### src/rtl/stopwatch_pkg.sv
// Shared encodings for the stopwatch command path: mode codes, ASCII command/ack bytes
// and the decoded-command record.
package stopwatch_pkg;

  localparam logic [1:0] STP_MD = 2'b00;
  localparam logic [1:0] RUN_MD = 2'b01;
  localparam logic [1:0] CLR_MD = 2'b10;

  localparam logic [7:0] ASC_R_LO = 8'h72;  // 'r'
  localparam logic [7:0] ASC_S_LO = 8'h73;  // 's'
  localparam logic [7:0] ASC_C_LO = 8'h63;  // 'c'
  localparam logic [7:0] ASC_R_UP = 8'h52;  // 'R'
  localparam logic [7:0] ASC_S_UP = 8'h53;  // 'S'
  localparam logic [7:0] ASC_C_UP = 8'h43;  // 'C'
  localparam logic [7:0] ASC_BANG = 8'h21;  // '!'
  localparam logic [7:0] ASC_QM   = 8'h3F;  // '?'

  typedef struct packed {
    logic is_run;
    logic is_stop;
    logic is_clr;
    logic is_unknown;
  } cmd_dec_t;

endpackage

### src/rtl/cmd_decode.sv
// Combinational command byte classifier; only lowercase r/s/c are commands.
module cmd_decode
  import stopwatch_pkg::*;
(
  input  logic [7:0] i_byte,
  output cmd_dec_t   o_dec
);

  always_comb begin
    o_dec.is_run     = (i_byte == ASC_R_LO);
    o_dec.is_stop    = (i_byte == ASC_S_LO);
    o_dec.is_clr     = (i_byte == ASC_C_LO);
    o_dec.is_unknown = !(o_dec.is_run || o_dec.is_stop || o_dec.is_clr);
  end

endmodule

### src/rtl/uart_cmd_ctrl.sv
// Stopwatch command controller: pops UART command bytes, arbitrates them against the
// run/clear buttons, sequences STOP/RUN/CLEAR and pushes one ack byte per command.
module uart_cmd_ctrl
  import stopwatch_pkg::*;
#(
  parameter int ECHO_EN    = 1,
  parameter int CLR_CYCLES = 4
) (
  input  logic       clk,
  input  logic       reset,
  input  logic       i_rx_empty,
  input  logic [7:0] i_rx_data,
  output logic       o_rx_rd,
  input  logic       i_tx_full,
  output logic       o_tx_wr,
  output logic [7:0] o_tx_data,
  input  logic       i_btn_run,
  input  logic       i_btn_clr,
  output logic       o_run_on,
  output logic       o_clr_on
);

  localparam int              CNT_W    = $clog2(CLR_CYCLES + 1);
  localparam logic [CNT_W-1:0] CLR_LOAD = CNT_W'(CLR_CYCLES - 1);

  localparam logic [1:0] C_IDLE = 2'd0;
  localparam logic [1:0] C_EXEC = 2'd1;
  localparam logic [1:0] C_ACK  = 2'd2;

  logic [1:0]       r_mode;
  logic [1:0]       r_cstate;
  logic [CNT_W-1:0] r_clr_cnt;
  logic [7:0]       r_cmd;
  logic [7:0]       r_tx_data;
  logic             r_rx_en;

  cmd_dec_t         w_dec;
  logic             w_exec;
  logic             w_btn_evt;
  logic [1:0]       w_mode_nxt;
  logic [CNT_W-1:0] w_cnt_nxt;
  logic [7:0]       w_ack;

  cmd_decode u_cmd_decode (
    .i_byte (r_cmd),
    .o_dec  (w_dec)
  );

  // r_rx_en keeps the pop strobe low while reset is held.
  assign w_exec    = (r_cstate == C_EXEC);
  assign o_rx_rd   = r_rx_en && (r_cstate == C_IDLE) && !i_rx_empty;
  assign o_tx_wr   = (ECHO_EN != 0) && (r_cstate == C_ACK) && !i_tx_full;
  assign o_tx_data = r_tx_data;
  assign o_run_on  = (r_mode == RUN_MD);
  assign o_clr_on  = (r_mode == CLR_MD);

  // Buttons take priority over a UART command executing in the same cycle.
  always_comb begin
    w_btn_evt  = 1'b0;
    w_mode_nxt = r_mode;
    w_cnt_nxt  = r_clr_cnt;
    case (r_mode)
      STP_MD: begin
        w_btn_evt = i_btn_run | i_btn_clr;
        if (i_btn_clr || (w_exec && !i_btn_run && w_dec.is_clr)) begin
          w_mode_nxt = CLR_MD;
          w_cnt_nxt  = CLR_LOAD;
        end else if (i_btn_run || (w_exec && w_dec.is_run)) begin
          w_mode_nxt = RUN_MD;
        end
      end
      RUN_MD: begin
        w_btn_evt = i_btn_run;
        if (i_btn_run || (w_exec && w_dec.is_stop)) w_mode_nxt = STP_MD;
      end
      CLR_MD: begin
        if (r_clr_cnt != '0)  w_cnt_nxt  = r_clr_cnt - CNT_W'(1);
        else if (!i_btn_clr)  w_mode_nxt = STP_MD;
      end
      default: w_mode_nxt = STP_MD;
    endcase
  end

  always_comb begin
    w_ack = ASC_BANG;
    if (w_dec.is_unknown)                      w_ack = ASC_QM;
    else if (w_btn_evt)                        w_ack = ASC_BANG;
    else if (r_mode == STP_MD && w_dec.is_run) w_ack = ASC_R_UP;
    else if (r_mode == STP_MD && w_dec.is_clr) w_ack = ASC_C_UP;
    else if (r_mode == RUN_MD && w_dec.is_stop) w_ack = ASC_S_UP;
  end

  always_ff @(posedge clk or negedge reset) begin
    if (!reset) begin
      r_mode    <= STP_MD;
      r_cstate  <= C_IDLE;
      r_clr_cnt <= '0;
      r_tx_data <= '0;
      r_rx_en   <= 1'b0;
    end else begin
      r_rx_en   <= 1'b1;
      r_mode    <= w_mode_nxt;
      r_clr_cnt <= w_cnt_nxt;
      case (r_cstate)
        C_IDLE: if (o_rx_rd) r_cstate <= C_EXEC;
        C_EXEC: begin
          r_cstate <= (ECHO_EN != 0) ? C_ACK : C_IDLE;
          if (ECHO_EN != 0) r_tx_data <= w_ack;
        end
        C_ACK:   if (!i_tx_full) r_cstate <= C_IDLE;
        default: r_cstate <= C_IDLE;
      endcase
    end
  end

  always_ff @(posedge clk) begin
    if (o_rx_rd) r_cmd <= i_rx_data;
  end

endmodule

### config.mk
export PLATFORM = sky130hd
export DESIGN_NAME = uart_cmd_ctrl
export DESIGN_NICKNAME = d
export VERILOG_FILES = /design/src/rtl/stopwatch_pkg.sv /design/src/rtl/cmd_decode.sv /design/src/rtl/uart_cmd_ctrl.sv
export SDC_FILE = /design/constraint.sdc
export NUM_CORES = 1
export LEC_CHECK = 0
export BUFFER_PORTS_ARGS = -buffer_cell sky130_fd_sc_hd__buf_2
export CORE_MARGIN = 2
export CORE_UTILIZATION = 46
export DETAILED_ROUTE_END_ITERATION = 10
export PLACE_DENSITY = 0.81
export SYNTH_ARGS = -nofsm -noshare
export SYNTH_HDL_FRONTEND = slang
export SYNTH_HIERARCHICAL = 1
export SYNTH_SLANG_ARGS = --single-unit
### constraint.sdc
create_clock -name clk -period 1.7 [get_ports clk]
set_input_delay 0.34 -clock clk [delete_from_list [all_inputs] [get_ports clk]]
set_output_delay 0.34 -clock clk [all_outputs]
set_load 0.01 [all_outputs]
After elaboration in Yosys (flattened, before gate mapping)
Index checks and enable logic that the tools add are counted.

word-level totals
  bits in registers = 24
  bits in latches = 0
  RAM bits = 0
  memory bits (read-only) = 0
  input bits = 14
  output and inout port bits = 12
  logic and storage cells = 66
  memories = 0

operators by class
  add/subtract/negate cells = 1
  $mul = 0
  div/mod/pow operators = 0
  magnitude comparators = 0
  equality and inequality tests = 15
  shift-type cells = 0
  multiplexer cells = 18
  bitwise gates (word level) = 1
  reductions and logical operators = 25

operator list
  cell                                                                count
  7-bit two-way mux                                                   5
  8-bit by 7-bit == test with 1-bit output, second input constant     3
  2-bit two-way mux                                                   7
  2-bit one-hot mux with 3 select lines                               2
  1-bit logical AND                                                   10
  2-bit != test, second input constant                                5
  3-bit two-way mux                                                   2
  3-bit one-hot mux with 2 select lines                               1
  1-bit logical OR                                                    5
  2-bit by 1-bit == test with 1-bit output, second input constant     2
  2-bit == test, second input constant                                2
  2-bit zero test                                                     2
  2-bit by 1-bit != test with 1-bit output, second input constant     2
  4-bit AND reduction                                                 1
  1-bit zero test                                                     3
  3-bit != test, second input constant                                1
  3-bit AND reduction                                                 1
  3-bit nonzero test                                                  1
  3-bit by 1-bit subtractor with 3-bit output, second input constant  1
  1-bit one-hot mux with 2 select lines                               1
  2-bit AND reduction                                                 1
  2-bit nonzero test                                                  1
  1-bit OR                                                            1

Longest topological paths before layout
  word-level depth = 7
  mapped depth = 6
  depth with buffers taken out = 6

Cells and area by module
Netlist, hierarchy kept.

modules (own cells, without submodules)
  module         instances  cells each  area each (µm²)
  uart_cmd_ctrl  1          87          1019.7
  cmd_decode     1          9           70.1

Least setup slack after synthesis
No wires, ideal clock.

  path type = register to register
  from = reg r_cstate[0]
  to = reg r_cmd[0], enable pin
  library setup time = 0.412 ns
  arrival = 1.741 ns
  path slack = -0.453 ns
  cell stages (with the launch flop) = 2
  clock period less this slack = 2.153 ns
  path through = dfrtp_1 nor4b_1

on the way
  longest elaborated chain between the ends = 3

ends and longest elaborated chain
  what                             line                  source
  start: declaration               uart_cmd_ctrl.sv:31   logic [1:0] r_cstate;
  start signal: assignment         uart_cmd_ctrl.sv:107  r_cstate <= (ECHO_EN != 0) ? C_ACK : C_IDLE;
  2-bit zero test                  uart_cmd_ctrl.sv:51   assign o_rx_rd = r_rx_en && (r_cstate == C_IDLE) && !i_rx_empty;
  1-bit logical AND (2 in series)  uart_cmd_ctrl.sv:51
  named net o_rx_rd                uart_cmd_ctrl.sv:13   output logic o_rx_rd,
  end signal: assignment           uart_cmd_ctrl.sv:117  if (o_rx_rd) r_cmd <= i_rx_data;
  end: declaration                 uart_cmd_ctrl.sv:33   logic [7:0] r_cmd;

The timed path passes the listed nets, and every way through them passes these cells.
A chain may end at the register's enable or synchronous reset.

Final worst setup path
  from = reg r_cmd[3]
  to = reg r_tx_data[4], in the netlist o_tx_data[4]

on the way
  longest elaborated chain between the ends = 7
  elaborated cells between the ends (all ways) = 13
  those cells by class = eq/ne: 3; mux: 5; reduce/logical: 5

ends and longest elaborated chain
  what                                      line                  source
  8-bit by 7-bit == test with 1-bit output  cmd_decode.sv:11      o_dec.is_stop = (i_byte == ASC_S_LO);
  1-bit logical AND                         uart_cmd_ctrl.sv:90   else if (r_mode == RUN_MD && w_dec.is_stop) w_ack = ASC_S_UP;
  7-bit two-way mux                         uart_cmd_ctrl.sv:90
  7-bit two-way mux                         uart_cmd_ctrl.sv:89   else if (r_mode == STP_MD && w_dec.is_clr) w_ack = ASC_C_UP;
  7-bit two-way mux                         uart_cmd_ctrl.sv:88   else if (r_mode == STP_MD && w_dec.is_run) w_ack = ASC_R_UP;
  7-bit two-way mux                         uart_cmd_ctrl.sv:87   else if (w_btn_evt) w_ack = ASC_BANG;
  7-bit two-way mux (*)                     uart_cmd_ctrl.sv:86   if (w_dec.is_unknown) w_ack = ASC_QM;
  end signal: assignment                    uart_cmd_ctrl.sv:108  if (ECHO_EN != 0) r_tx_data <= w_ack;
  end: declaration                          uart_cmd_ctrl.sv:34   logic [7:0] r_tx_data;

Mark *: on every way between the ends. The rest lies on a longest branch, timed or not.

==> flow_metrics.tcl <==
set metrics [dict create \
    status "finished clean" \
    syn_area_um2 1090 \
    mostFrequentLayoutCell "buf_2" \
    pwr-share-comb_pct 32.6 \
    overflow 0 \
    finalWirelength_um 2120 \
    syn-num-nets 112 \
    leakage_nw 0.582 \
    synth_compound_area_share_pct 13.0 \
    syn_to_final_growth_pct 27.3 \
    worst_slack_ps 8.87 \
    cp-start-kind "register" \
    cts.path.max_buffers 2 \
    layoutNonFillerInstCount 157 \
    grt_setup_unrepaired "true" \
    ant_nets 0 \
    clk_pin_slew_worst_paths_ps 110 \
    drv_cap 0 \
    synth_cell_types 37 \
    cp_slowest_cell "or4_4" \
    internal_power_mw 0.981 \
    numCtsBuffers 3 \
    max-vdd-ir-drop_mv 0.751 \
    finalCriticalPeriod_ps 1690 \
    layout.area.seq_um2 592 \
    cp_data_arrival_time_ps 1890 \
    yosysTopAreaCell "dfrtp_1" \
    fill_cells 195 \
    netlist_top_cells_area "dfrtp_1, edfxtp_1, nand2_1, nor2_1, inv_1" \
    worstSetupStartpoint "r_cmd[3]" \
    hp-start "i_rx_data[4]" \
    hold_viol_final 0 \
    p_seq_share_pct 50.6 \
    synthXorXnorAreaFrac_pct 0 \
    drc 0 \
    synth-seq-cells 22 \
    grt_pass1_wl_um 3220 \
    die_y_um 52.7 \
    final.period_utilization_pct 99.5 \
    post-place-ws_ps -28.8 \
    grt_pass1_vias 802 \
    layout_common_cells "buf_2, dfrtp_1, nor2_1, nand2_1" \
    port_buffers 24 \
    start_util_pct 48.8 \
    endpoint_kind "register" \
    clockPowerShare_pct 16.8 \
    dieArea_um2 2770 \
    multi_input_area_um2 510 \
    cpPeakStageDelay_ps 580 \
    first_iter_violations 18 \
    root_buffer "clkbuf_4" \
    die_w_um 52.7 \
    finalSetupViolCount 0 \
    synth_top_area_share_pct 32.1 \
    fin_skew_ps 2.30 \
    synth-edff-count 8 \
    wl_per_cell_um 13.5 \
    cts_sinks 22 \
    synthAdderAreaFrac_pct 2.30 \
    fmax_ghz 0.591 \
    crit_required_ps 1900 \
    grt.total_usage_pct 16.0 \
    post-dp-hpwl_um 1470 \
    synthCells 96 \
    crit_chain "or4_4 -> buf_6 -> a311oi_4 -> a21oi_1" \
    avgViaCountPerCell 5.35 \
    fin_util_pct 62.1 \
    final_max_slew_viol_count 0 \
    first_pass_iters 6 \
    synth_warnings 6 \
    placement_rows 17 \
    switching_power_mw 0.476 \
    switching_share_pct 32.7 \
    avgSynthCellArea_um2 11.4 \
    gp_congestion 0.849 \
    setup_tns_ps 0 \
    htreeDepth 1 \
    fin_nets 146 \
    drive_above_1_share_pct 40.3 \
    grt_max_degree 15 \
    path_class "register to register" \
    crit_fanout 4 \
    muxShareOfSynthArea_pct 1.03 \
    core-area_um2 2230 \
    holdCritPathClass "input port to register" \
    pwr_density_cell_nw_per_um2 1050 \
    synth_flop_cell "dfrtp_1" \
    place_inst 149 \
    synth_top_family_by_area "simple AND/OR/NAND/NOR gates" \
    yosys.area_share.simple_pct 23.0 \
    clk_latency_ps 310 \
    synth-seq-area-share_pct 54.2 \
    antenna_found_initial 0 \
    via_count 840 \
    tritoncts "built" \
    io_pins 26 \
    rr_startpoint "r_cmd[3]" \
    async_reset_ff_share_pct 63.6 \
    diodes 0 \
]
per-stage QoR:
stage	power [mW]	instance area (um^2)	hold slack (ps)
final	1.46	1390	198
after global routing	1.56	1390	174
after CTS	1.43	1300	188
after detailed placement	1.18	1250	251
after global placement	1.16	1250	243
after floorplan	1.10	1100	44.4
worst paths after layout:
path,end,slack (ps),cells past startpoint
max in group asynchronous,r_mode[1],1000,2
min in group asynchronous,r_clr_cnt[1],440,2
max,o_tx_data[4],9,4
min reg2reg,o_tx_data[3],510,2
min,r_cmd[4],200,1
max reg2reg,o_tx_data[4],9,4
layout make-up:
| class | instances | area share [%] |
|---|---|---|
| Sequential cell | 22 | 42.7 |
| Multi-Input combinational cell | 62 | 36.8 |
| Timing Repair Buffer | 33 | 14.0 |
| Tap cell | 28 | 2.52 |
| Inverter | 8 | 2.16 |
| Clock buffer | 4 | 1.89 |
flip-flops by register name, summed over array words and instances (netlist names):
name,count
o_tx_data,6
r_clr_cnt,3
r_cmd,8
r_cstate,2
r_mode,2
r_rx_en,1
cell usage after synthesis, types with 2 or more instances:
cell type  count
nor4_1         4
nand2_1        9
a31oi_1        2
buf_4          3
nor4b_1        2
o32a_1         2
inv_1          8
o21ai_1        2
nor2_1         9
conb_1         2
dfrtp_1       14
ha_1           2
a21oi_1        4
o21a_1         2
nand2b_1       2
edfxtp_1       8
worst max-delay path: cells and delay by family (launching register included):
| kind | cells | cell delay [ps] |
|---|---|---|
| flip-flops | 1 | 480 |
| AND/OR/NAND/NOR | 1 | 580 |
| AO/OA/AOI/OAI | 2 | 370 |
| buffers and inverters | 1 | 150 |
power groups by stage:
stage                     sequential [mW]  clock [mW]  combinational [mW]
after floorplan                     0.696           0               0.404
after global placement              0.729           0               0.429
after detailed placement            0.732           0               0.453
after CTS                           0.721       0.248               0.460
after global routing                0.751       0.271               0.541
final                               0.737       0.244               0.475
routing by layer:
layer | global-route usage [%] | up-vias | routed length (um)
met5 | 0 | - | 0
met4 | 8.12 | 0 | 40
met3 | 4.29 | 6 | 102
met2 | 26.7 | 27 | 1080
met1 | 18.7 | 393 | 894
li1 | - | 414 | -
what timing repair did:
| item | 4_1_cts | 5_1_grt |
|---|---|---|
| hold buffers | 1 | 0 |
| buffers inserted | 0 | 3 |
| hold endpoints to repair | 14 | 0 |
| setup endpoints to repair | 3 | 7 |
| resized for setup | 2 | 10 |
| pin swaps | 0 | 6 |
cells by family (layout without fill, tap and decap cells):
kind of cell	count (synthesis)	count (layout)
buf+inv	12	45
mux	1	1
fa+ha+maj	2	2
flops	22	22
other cells	2	2
simple gates	38	38
compound gates	19	19
Power figures use the tool's default switching activity.
